===== src/rtl/apb_completer_regs.sv =====
// apb_completer_regs: APB4/APB5 completer over NUM_REGS byte-strobed registers with programmable wait states.
// Optional APB_PROT_CHECK_EN: unprivileged (pprot[0]=0) accesses complete with pslverr and no effect.
module apb_completer_regs #(
  parameter int ADDR_WIDTH  = 32,
  parameter int DATA_WIDTH  = 32,
  parameter int NUM_REGS    = 16,
  parameter int WAIT_STATES = 0
) (
  input  logic                           pclk,
  input  logic                           preset,
  input  logic [ADDR_WIDTH-1:0]          paddr,
  input  logic [2:0]                     pprot,
  input  logic                           pnse,
  input  logic                           psel,
  input  logic                           penable,
  input  logic                           pwrite,
  input  logic [DATA_WIDTH-1:0]          pwdata,
  input  logic [DATA_WIDTH/8-1:0]        pstrb,
  output logic                           pready,
  output logic [DATA_WIDTH-1:0]          prdata,
  output logic                           pslverr,
  output logic [NUM_REGS*DATA_WIDTH-1:0] regs_q,
  output logic [NUM_REGS-1:0]            wr_pulse
);
  localparam int NB    = DATA_WIDTH / 8;
  localparam int LSB   = $clog2(NB);
  localparam int IDX_W = NUM_REGS > 1 ? $clog2(NUM_REGS) : 1;
  logic [NUM_REGS-1:0][DATA_WIDTH-1:0] regs;
  logic [3:0]       wcnt;
  logic [IDX_W-1:0] idx;
  logic             mapped, err, commit, unused;
  always_comb begin
    idx     = paddr[LSB +: IDX_W];
    mapped  = int'(idx) < NUM_REGS && (paddr >> (LSB + IDX_W)) == '0;
`ifdef APB_PROT_CHECK_EN
    err     = !mapped || !pprot[0];
`else
    err     = !mapped;
`endif
    pready  = !preset && psel && penable && wcnt == 4'(WAIT_STATES);
    pslverr = pready && err;
    commit  = pready && pwrite && !err;
    prdata  = pready && !pwrite && !err ? regs[idx] : '0;
  end
  // In access without pready, wcnt is necessarily below WAIT_STATES, so no bound check is needed
  always_ff @(posedge pclk) begin
    if (preset) begin
      regs     <= '0;
      wcnt     <= '0;
      wr_pulse <= '0;
    end else begin
      wcnt     <= (!psel || pready) ? 4'd0 : penable ? wcnt + 4'd1 : wcnt;
      wr_pulse <= '0;
      if (commit) begin
        wr_pulse[idx] <= 1'b1;
        for (int b = 0; b < NB; b++)
          if (pstrb[b]) regs[idx][b*8 +: 8] <= pwdata[b*8 +: 8];
      end
    end
  end
  assign regs_q = regs;
  assign unused = ^{pnse, pprot};
endmodule


===== config.mk =====
export PLATFORM = sky130hd
export DESIGN_NAME = apb_completer_regs
export DESIGN_NICKNAME = d
export VERILOG_FILES = /design/src/rtl/apb_completer_regs.sv
export SDC_FILE = /design/constraint.sdc
export NUM_CORES = 1
export LEC_CHECK = 0
export CAP_MARGIN = 10
export CELL_PAD_IN_SITES_DETAIL_PLACEMENT = 2
export CELL_PAD_IN_SITES_GLOBAL_PLACEMENT = 2
export CORE_AREA = 2 2 289 291
export DETAILED_ROUTE_END_ITERATION = 16
export DIE_AREA = 0 0 291 293
export GPL_ROUTABILITY_DRIVEN = 0
export PLACE_DENSITY = 0.81
export SYNTH_ARGS = -nofsm -noshare
export SYNTH_HDL_FRONTEND = slang
export SYNTH_SLANG_ARGS = --single-unit
export TNS_END_PERCENT = 30

===== constraint.sdc =====
create_clock -name pclk -period 2.05 [get_ports pclk]
set_clock_uncertainty 0.05 [all_clocks]
set_input_delay 0.205 -clock pclk [delete_from_list [all_inputs] [get_ports pclk]]
set_output_delay 0.205 -clock pclk [all_outputs]
set_load 0.01 [all_outputs]

==> results.md <==
- Number of clock sinks: 532
- Diode insertion count for antenna repair: 0
- Pin count of the biggest net entering global routing: 232
- Die outline area: 85300 um^2
- Violations in the final reports: negative setup slack
- Register-to-register setup slack: -110 ps
- Count of maximum capacitance violations: 0
- Maximum clock frequency: 401 MHz
- CTS HTree Levels: 2
- Buffers and inverters on the worst path: 4
- Initial cell density of the core: 0.318
- Worst r2r path cells: 12
- Hold slack final: 128 ps
- Number of rows created at floorplan: 105
- Time the worst path needs with I/O delays and setup: 2500 ps
- Worst Setup Slack post-DPL: -867 ps
- Critical register-to-register path endpoint: regs_q[302]
- Die height: 293 um
- Remaining design rule violation count: 0
- Number of stages on the worst hold path: 4
- Final hold viol count: 0
- Number of warnings reported in the yosys synthesis log: 0
- Proportion of layout cells with a drive suffix above 1: 0.280
- Detailed-router iteration count before antenna repair: 5
- Dpl hpwl: 89.5 mm
- Post-route fraction of the period consumed by the critical path: 1.22
- Post-synthesis simple-gate area fraction: 0.212
- Top cell family by delay on the critical path: buffers and inverters
- Cells taking the most area after synthesis: sky130_fd_sc_hd__dfxtp_1 (41%), sky130_fd_sc_hd__mux2i_1 (20%), sky130_fd_sc_hd__nand2b_1 (13%)
- Data arrival time at the worst-slack endpoint: 2240 ps
- Antenna violations before repair: 4
- Max-slew violation total from the final report: 0
- Post-synthesis instance area: 26000 um^2
- Clock tree from TritonCTS: done
- Synthesized flop and latch total: 532
- Cell area after layout: 40100 um^2
- Chain of cells forming the critical path: inv_2 -> ha_4 -> nand4bb_4 -> nor2_8 -> nand4b_1 -> buf_6 -> buf_16 -> a21oi_2 -> buf_2
- Slowest stage delay, CP: 320 ps
- Final-layout setup total negative slack: -20530 ps
- Xor and xnor area share after synthesis: 0.00101
- I/O pin count: 639
- Final number of setup-violating endpoints: 204
- Top fanout value on the critical path: 8
- Adder-Cell Fraction of Synth Area: 0.000962
- Via count of the first global-routing pass: 26100
- Via count of the routed design: 22600
- Number of cells produced by synthesis: 2219
- Status: finished with violations
- Type of the most critical hold path: in -> reg
- Number of design-rule violations left by the first detailed-router iteration: 1112
- Routed Antenna Nets: 0
- Peak supply drop: 0.449 mV
- Actual slew at the worst max-slew pin: 1160 ps
- Clock-pin slew reported for the worst setup and hold paths after clock tree synthesis: 60 ps
- Number of port buffers: 632
- CP required: 1790 ps
- Min-delay src: preset
- Die width: 291 um
- Remaining global-route overflow: 0
- RSZ-0062 raised after global routing: yes
- Combinational family with the most area after synthesis: multiplexers
- Total placed instance area: 37100 um^2
- Synth Net Count: 2298
- Pwr Density: 597 nW/um^2
- Crit. End Element: output pin
- Area of the core: 81800 um^2
- CTS root buffer: sky130_fd_sc_hd__clkbuf_16
- Sequential area share after synthesis: 0.409
- Critical Path Slowest Stage Cell: sky130_fd_sc_hd__dfxtp_2
- Share of synthesized area spent on multiplexers: 0.308
- FF-to-FF Start: wcnt[1]
- All-layer global routing usage: 0.293
- Fraction of the mapped netlist area in compound gates: 0.0249
- Leak pwr: 18.1 nW
- Yosys cell types: 38
- Slew headroom: 0.229
- Worst skew pair latency: 610 ps
- Post-synthesis average cell area: 11.7 um^2
- Worst-case setup margin in the final layout: -445 ps
- WL/cell: 30.2 um
- Share of Yosys cell area claimed by the top area cell type: 0.409
- Vias/cell: 5.26
- Area Overhead vs Synth: 54.3%
- Crit path kind: reg -> out
- Max clock buf depth: 3
- Overall routed net length: 129 mm
- Largest area contributor in the synthesized netlist: sky130_fd_sc_hd__dfxtp_1
- End point of the most critical hold path: wcnt[1]
- First-pass GRT wire length: 186 mm
- Clock buffers created by TritonCTS: 60
- Number of nets at the end of the flow: 3243
- Startpoint class of the critical path: flop
[how the worst max path moves through the flow]
stage / startpoint / end / slack [ps] / cells past startpoint
after floorplan: wcnt[0] / prdata[10] / 140 / 8
after global placement: paddr[25] / prdata[19] / -830 / 7
after detailed placement: paddr[29] / prdata[17] / -870 / 7
after CTS: wcnt[1] / prdata[6] / -520 / 10
after global routing: wcnt[1] / prdata[19] / -570 / 9
final: wcnt[1] / prdata[19] / -450 / 9
[routing by layer]
metal  vias to the layer above  GRT usage  routed length, um
met5                         -          0                 39
met4                         6      0.145               7080
met3                       305     0.0545               6460
met2                       779      0.533              66100
met1                     11700      0.328              49500
li1                       9731          -                  -
[state kept, by name (all words and copies together) (netlist names)]
name	count
regs_q	512
wr_pulse	16
wcnt	4
[timing repair]
item | CTS | global route
setup endpoints to repair | 414 | 534
hold buffers | 0 | 0
pin swaps | 3 | 1
cloned | 4 | 3
gates resized for setup | 242 | 43
setup buffers | 27 | 1
[cells by family (layout without fill, tap and decap cells)]
family,Yosys count,in the layout
and+or+nand+nor,732,732
DFF,532,532
xor gates and xnor gates,3,3
buffers and inverters,212,1207
adders and majority gates,2,2
AOI/OAI and AO/OA,97,97
muxes,641,641
[where the power goes]
group | internal, mW | switching (mW)
logic | 0.770 | 0.862
registers | 10.3 | 0.000917
clock network | 7.28 | 4.73
[tightest hold or removal path, stage by stage]
cell	delay, ps
sky130_fd_sc_hd__buf_8	70
sky130_fd_sc_hd__nand2b_1	230
sky130_fd_sc_hd__buf_4	190
sky130_fd_sc_hd__nor3_1	50
[cell usage after synthesis (all sizes together)]
library cell / instances
nand4bb: 7
nor3: 4
or4: 1
nand4b: 5
xnor2: 1
and2: 1
mux2i: 513
a21oi: 32
nor4: 6
clkbuf: 139
nand2b: 545
nor2: 83
xor2: 2
and4: 5
dfxtp: 532
a22oi: 64
or4b: 4
ha: 2
nand2: 5
a21boi: 1
buf: 71
nor2b: 2
mux4: 128
inv: 2
and3: 1
nand4: 63
[cell usage in the layout (no fill, tap or decap), drive strengths merged, types with 63 or more instances in the layout]
master         synthesis  routed
mux2i                513     513
mux4                 128     128
clkdlybuf4s50          0     594
buf                   71     495
nand4                 63      63
nand2b               545     545
nor2                  83      83
a22oi                 64      64
clkbuf               139      83
dfxtp                532     532
[stage by stage]
step                 util  power [mW]  cells
floorplan               -        11.4   2219
global placement    0.454        12.0   4142
detailed placement  0.454        12.1   4142
CTS                 0.487        24.2   4283
global route        0.490        24.7   4284
finish              0.490        24.0   4284
[layout make-up]
type,count,area [um^2]
clock buffers,80,1730
clock inverters,32,455
fillers,7913,41700
inverters,2,7.51
multi-input cells,1475,14600
flip-flops and latches,532,10700
well taps,1070,1340
repair buffers,1093,11300
Power figures use the tool's default switching activity.
==> variant 1 (config.mk and constraints unchanged) <==
`ADDR_WIDTH`: 32 -> 40.
--- a/src/rtl/apb_completer_regs.sv
+++ b/src/rtl/apb_completer_regs.sv
@@ -2,5 +2,5 @@
 // Optional APB_PROT_CHECK_EN: unprivileged (pprot[0]=0) accesses complete with pslverr and no effect.
 module apb_completer_regs #(
-  parameter int ADDR_WIDTH  = 32,
+  parameter int ADDR_WIDTH  = 40,
   parameter int DATA_WIDTH  = 32,
   parameter int NUM_REGS    = 16,
Ports: changed (resized paddr); port bits go from 639 to 647. No check against the original RTL was run, so the function may have changed too.
==> variant 1 against the original RTL <==
The flow still finishes with violations (negative setup slack); worst setup slack worse by 0.14 ns; synthesized cell count is 1.2% higher; combinational power decreased by 8%; power shrank 2.0%; routed wire length rose by 2.7%; final area decreased by 0.71%; area after synthesis up 0.28%; sequential cell count is the same; critical endpoint is now prdata[6]; first-iteration DRC count increased by 7.7%.
==> variant 1: results (changes against the original RTL) <==
metric	value	unit	change
synth_mux_area_share	30.7	%	was 30.8%
powerComb	0.00150	W	was 0.00163 W
finalSetupViolCount	562		was 204
placed_area	37000	sq um	was 37,100 sq um
yosysSeqAreaShare	40.8	%	was 40.9%
synth_area	26100	sq um	was 26,000 sq um
yosys-top-cells-count	dfxtp_1 (532), nand2b_1 (516), mux2i_1 (513)		was nand2b_1 (545), dfxtp_1 (532), mux2i_1 (513)
drt-initial-drc-count	1198		was 1,112
sw_frac_of_total	23.7	%	was 23.3%
fin_nets	3235		was 3,243
clk_share	5.29	%	was 5.44%
n_all_inverters	4		was 2
grt_use_met3	4.80	%	was 5.45%
ir_drop	0.582	mV	was 0.449 mV
setup_tns	-164.22	ns	was -20.53 ns
nClkBuffers	89		was 80
nFillCells	7964		was 7,913
worstMarginPinSlew	0.781	ns	was 1.16 ns
p_leak	18.0	nW	was 18.1 nW
met2_usage	53.6	%	was 53.3%
grt_pass1_vias	25700		was 26.1k
io_buffer_count	640		was 632
yosys-top-cells-area	dfxtp_1 (41%), mux2i_1 (20%), nand2b_1 (12%), mux4_2 (11%), nand4_4 (4.9%)		was dfxtp_1 (41%), mux2i_1 (20%), nand2b_1 (13%), mux4_2 (11%), nand4_4 (4.9%)
grt_start_max_net_pins	198		was 232
violations	negative setup slack		unchanged
nonClkBufAreaFrac	27.4	%	was 28.2%
arrival	2.38	ns	was 2.24 ns
drive_gt1_share	27.3	%	was 28.0%
syn_nets	2332		was 2,298
viasPerCell	5.32		was 5.26
diodes	1		was 0
grt_use_total	30.0	%	was 29.3%
synth-xor-area-share	0.101	%	about the same
outcome	finished, violations left		unchanged
hpwlAfterDp	90600	um	was 89,500 um
nMultiInputCombCells	1497		was 1,475
wl_met3	5910	um	was 6460 um
post_cts_resized	244		was 242
worst_slack	-0.585	ns	was -0.445 ns
num-nonclk-buffers	1052		was 1,093
[variant 1: path summary, 6_finish.rpt]
kind | from | end | slack [ns] | cells after the start
worst max-delay path | wcnt[0]$_SDFFE_PP0P_ | prdata[6] | -0.58 | 10
worst min-delay path | preset | regs_q[270]$_SDFFE_PP0P_ | 0.20 | 5
worst max register to register | wcnt[0]$_SDFFE_PP0P_ | regs_q[352]$_SDFFE_PP0P_ | -0.40 | 14
worst min register to register | regs_q[158]$_SDFFE_PP0P_ | regs_q[158]$_SDFFE_PP0P_ | 0.45 | 2
[variant 1: stage by stage]
step                      power (W)  hold slack, ns  worst slack [ns]  cells
after global routing         0.0242           0.213            -0.695   4270
after CTS                    0.0236           0.181            -0.570   4264
after detailed placement     0.0120           0.434             -1.08   4131
after floorplan              0.0113           0.303             0.162   2245
final                        0.0235           0.199            -0.585   4270
after global placement       0.0120           0.424            -0.861   4131
==> variant 2 (config.mk and constraints unchanged) <==
Without the edit above. Register the output `pslverr`, without a reset; this adds one clock of latency there. The other outputs are not delayed to match.
--- a/src/rtl/apb_completer_regs.sv
+++ b/src/rtl/apb_completer_regs.sv
@@ -26,4 +26,6 @@
   localparam int LSB   = $clog2(NB);
   localparam int IDX_W = NUM_REGS > 1 ? $clog2(NUM_REGS) : 1;
+
+  logic pslverr_d;
   logic [NUM_REGS-1:0][DATA_WIDTH-1:0] regs;
   logic [3:0]       wcnt;
@@ -39,5 +41,5 @@
 `endif
     pready  = !preset && psel && penable && wcnt == 4'(WAIT_STATES);
-    pslverr = pready && err;
+    pslverr_d = pready && err;
     commit  = pready && pwrite && !err;
     prdata  = pready && !pwrite && !err ? regs[idx] : '0;
@@ -61,4 +63,8 @@
   assign regs_q = regs;
   assign unused = ^{pnse, pprot};
+  always_ff @(posedge pclk) begin
+    pslverr <= pslverr_d;
+  end
+
 endmodule
 
Function: not settled (the Yosys comparison gave no result); the edit may change what the design does.
==> variant 2 against the original RTL <==
Largest power group unchanged; area after synthesis increased by 0.42%; routed wire length fell by 2.1%; highest routed layer unchanged; worst setup slack gained 0.035 ns; power up 0.16%; the flow still finishes with violations (negative setup slack); sequential cell count rose by 1; global-route usage is 0.52 points lower; critical endpoint is now prdata[3]; final area fell by 0.53%; utilization decreased by 0.26 points.
==> variant 2: results (changes against the original RTL) <==
metric	value	unit	change
outcome	finished, violations left		unchanged
violations	negative setup slack		unchanged
ff2ff_path_depth	14		was 12
fin_hold_ws	0.110	ns	was 0.128 ns
synth-compound-area-share	2.48	%	was 2.49%
yosysSeqAreaShare	40.8	%	was 40.9%
holdPathEnd	wcnt[0]$_SDFFE_PP0P_		was wcnt[1]$_SDFFE_PP0P_
drt_wl_total	126000	um	was 129,000 um
finalSetupViolCount	544		was 204
grt_pass1_wl	182000	um	was 186,000 um
grt_start_max_net_pins	197		was 232
placed_area	36600	sq um	was 37,100 sq um
drt-initial-drc-count	981		was 1,112
fin_nets	3194		was 3,243
arrival	2.21	ns	was 2.24 ns
syn_nets	2299		was 2,298
yosys-top-cells-count	nand2b_1 (545), dfxtp_1 (533), mux2i_1 (513)		was nand2b_1 (545), dfxtp_1 (532), mux2i_1 (513)
synth-xor-area-share	0.101	%	about the same
dp.cells	4076		was 4,142
crit_end	prdata[3]		was prdata[19]
met2_usage	51.8	%	was 53.3%
wl_met2	65100	um	was 66,100 um
viasPerCell	5.24		was 5.26
drive_gt1_share	28.1	%	was 28.0%
r2r-end	regs_q[252]$_SDFFE_PP0P_		was regs_q[302]$_SDFFE_PP0P_
nFillCells	7928		was 7,913
final_area	39900	sq um	was 40,100 sq um
worstMarginPinSlew	0.814	ns	was 1.16 ns
crit_path_max_fanout	7		was 8
rrSetupSlack	-0.23	ns	was -0.11 ns
firstDrtPassIters	4		was 5
grt_use_total	28.8	%	was 29.3%
wl_met3	4800	um	was 6460 um
worst_slack	-0.410	ns	was -0.445 ns
place_ws	-0.772	ns	was -0.867 ns
grt_pass1_vias	25400		was 26.1k
[variant 2: cell count changes after synthesis, moves of 7 or more]
cell / delta
nor2_2: +28
buf_4: -7
buf_6: +10
nor2_1: -24
[variant 2: repair_timing]
| item | 4_1_cts | 5_1_grt |
|---|---|---|
| pin swaps | 3 | 3 |
| resized for setup | 252 | 56 |
| gates cloned | 9 | 0 |
| buffers inserted | 35 | 5 |
| endpoints found under the setup margin | 552 | 497 |
[variant 2: power by group]
part / switching [W] / internal, W
registers: 0.00000108 / 0.0104
clock network: 0.00482 / 0.00723
logic: 0.000856 / 0.000760
[variant 2: final cells by class]
type,count,share of cell area [%]
antenna,2,0.0125
clock buffer,90,4.73
clock inverter,24,0.793
inverter,2,0.0188
multi-input combinational,1475,37.0
sequential,533,26.7
tap,1070,3.35
timing repair buffer,1042,27.4
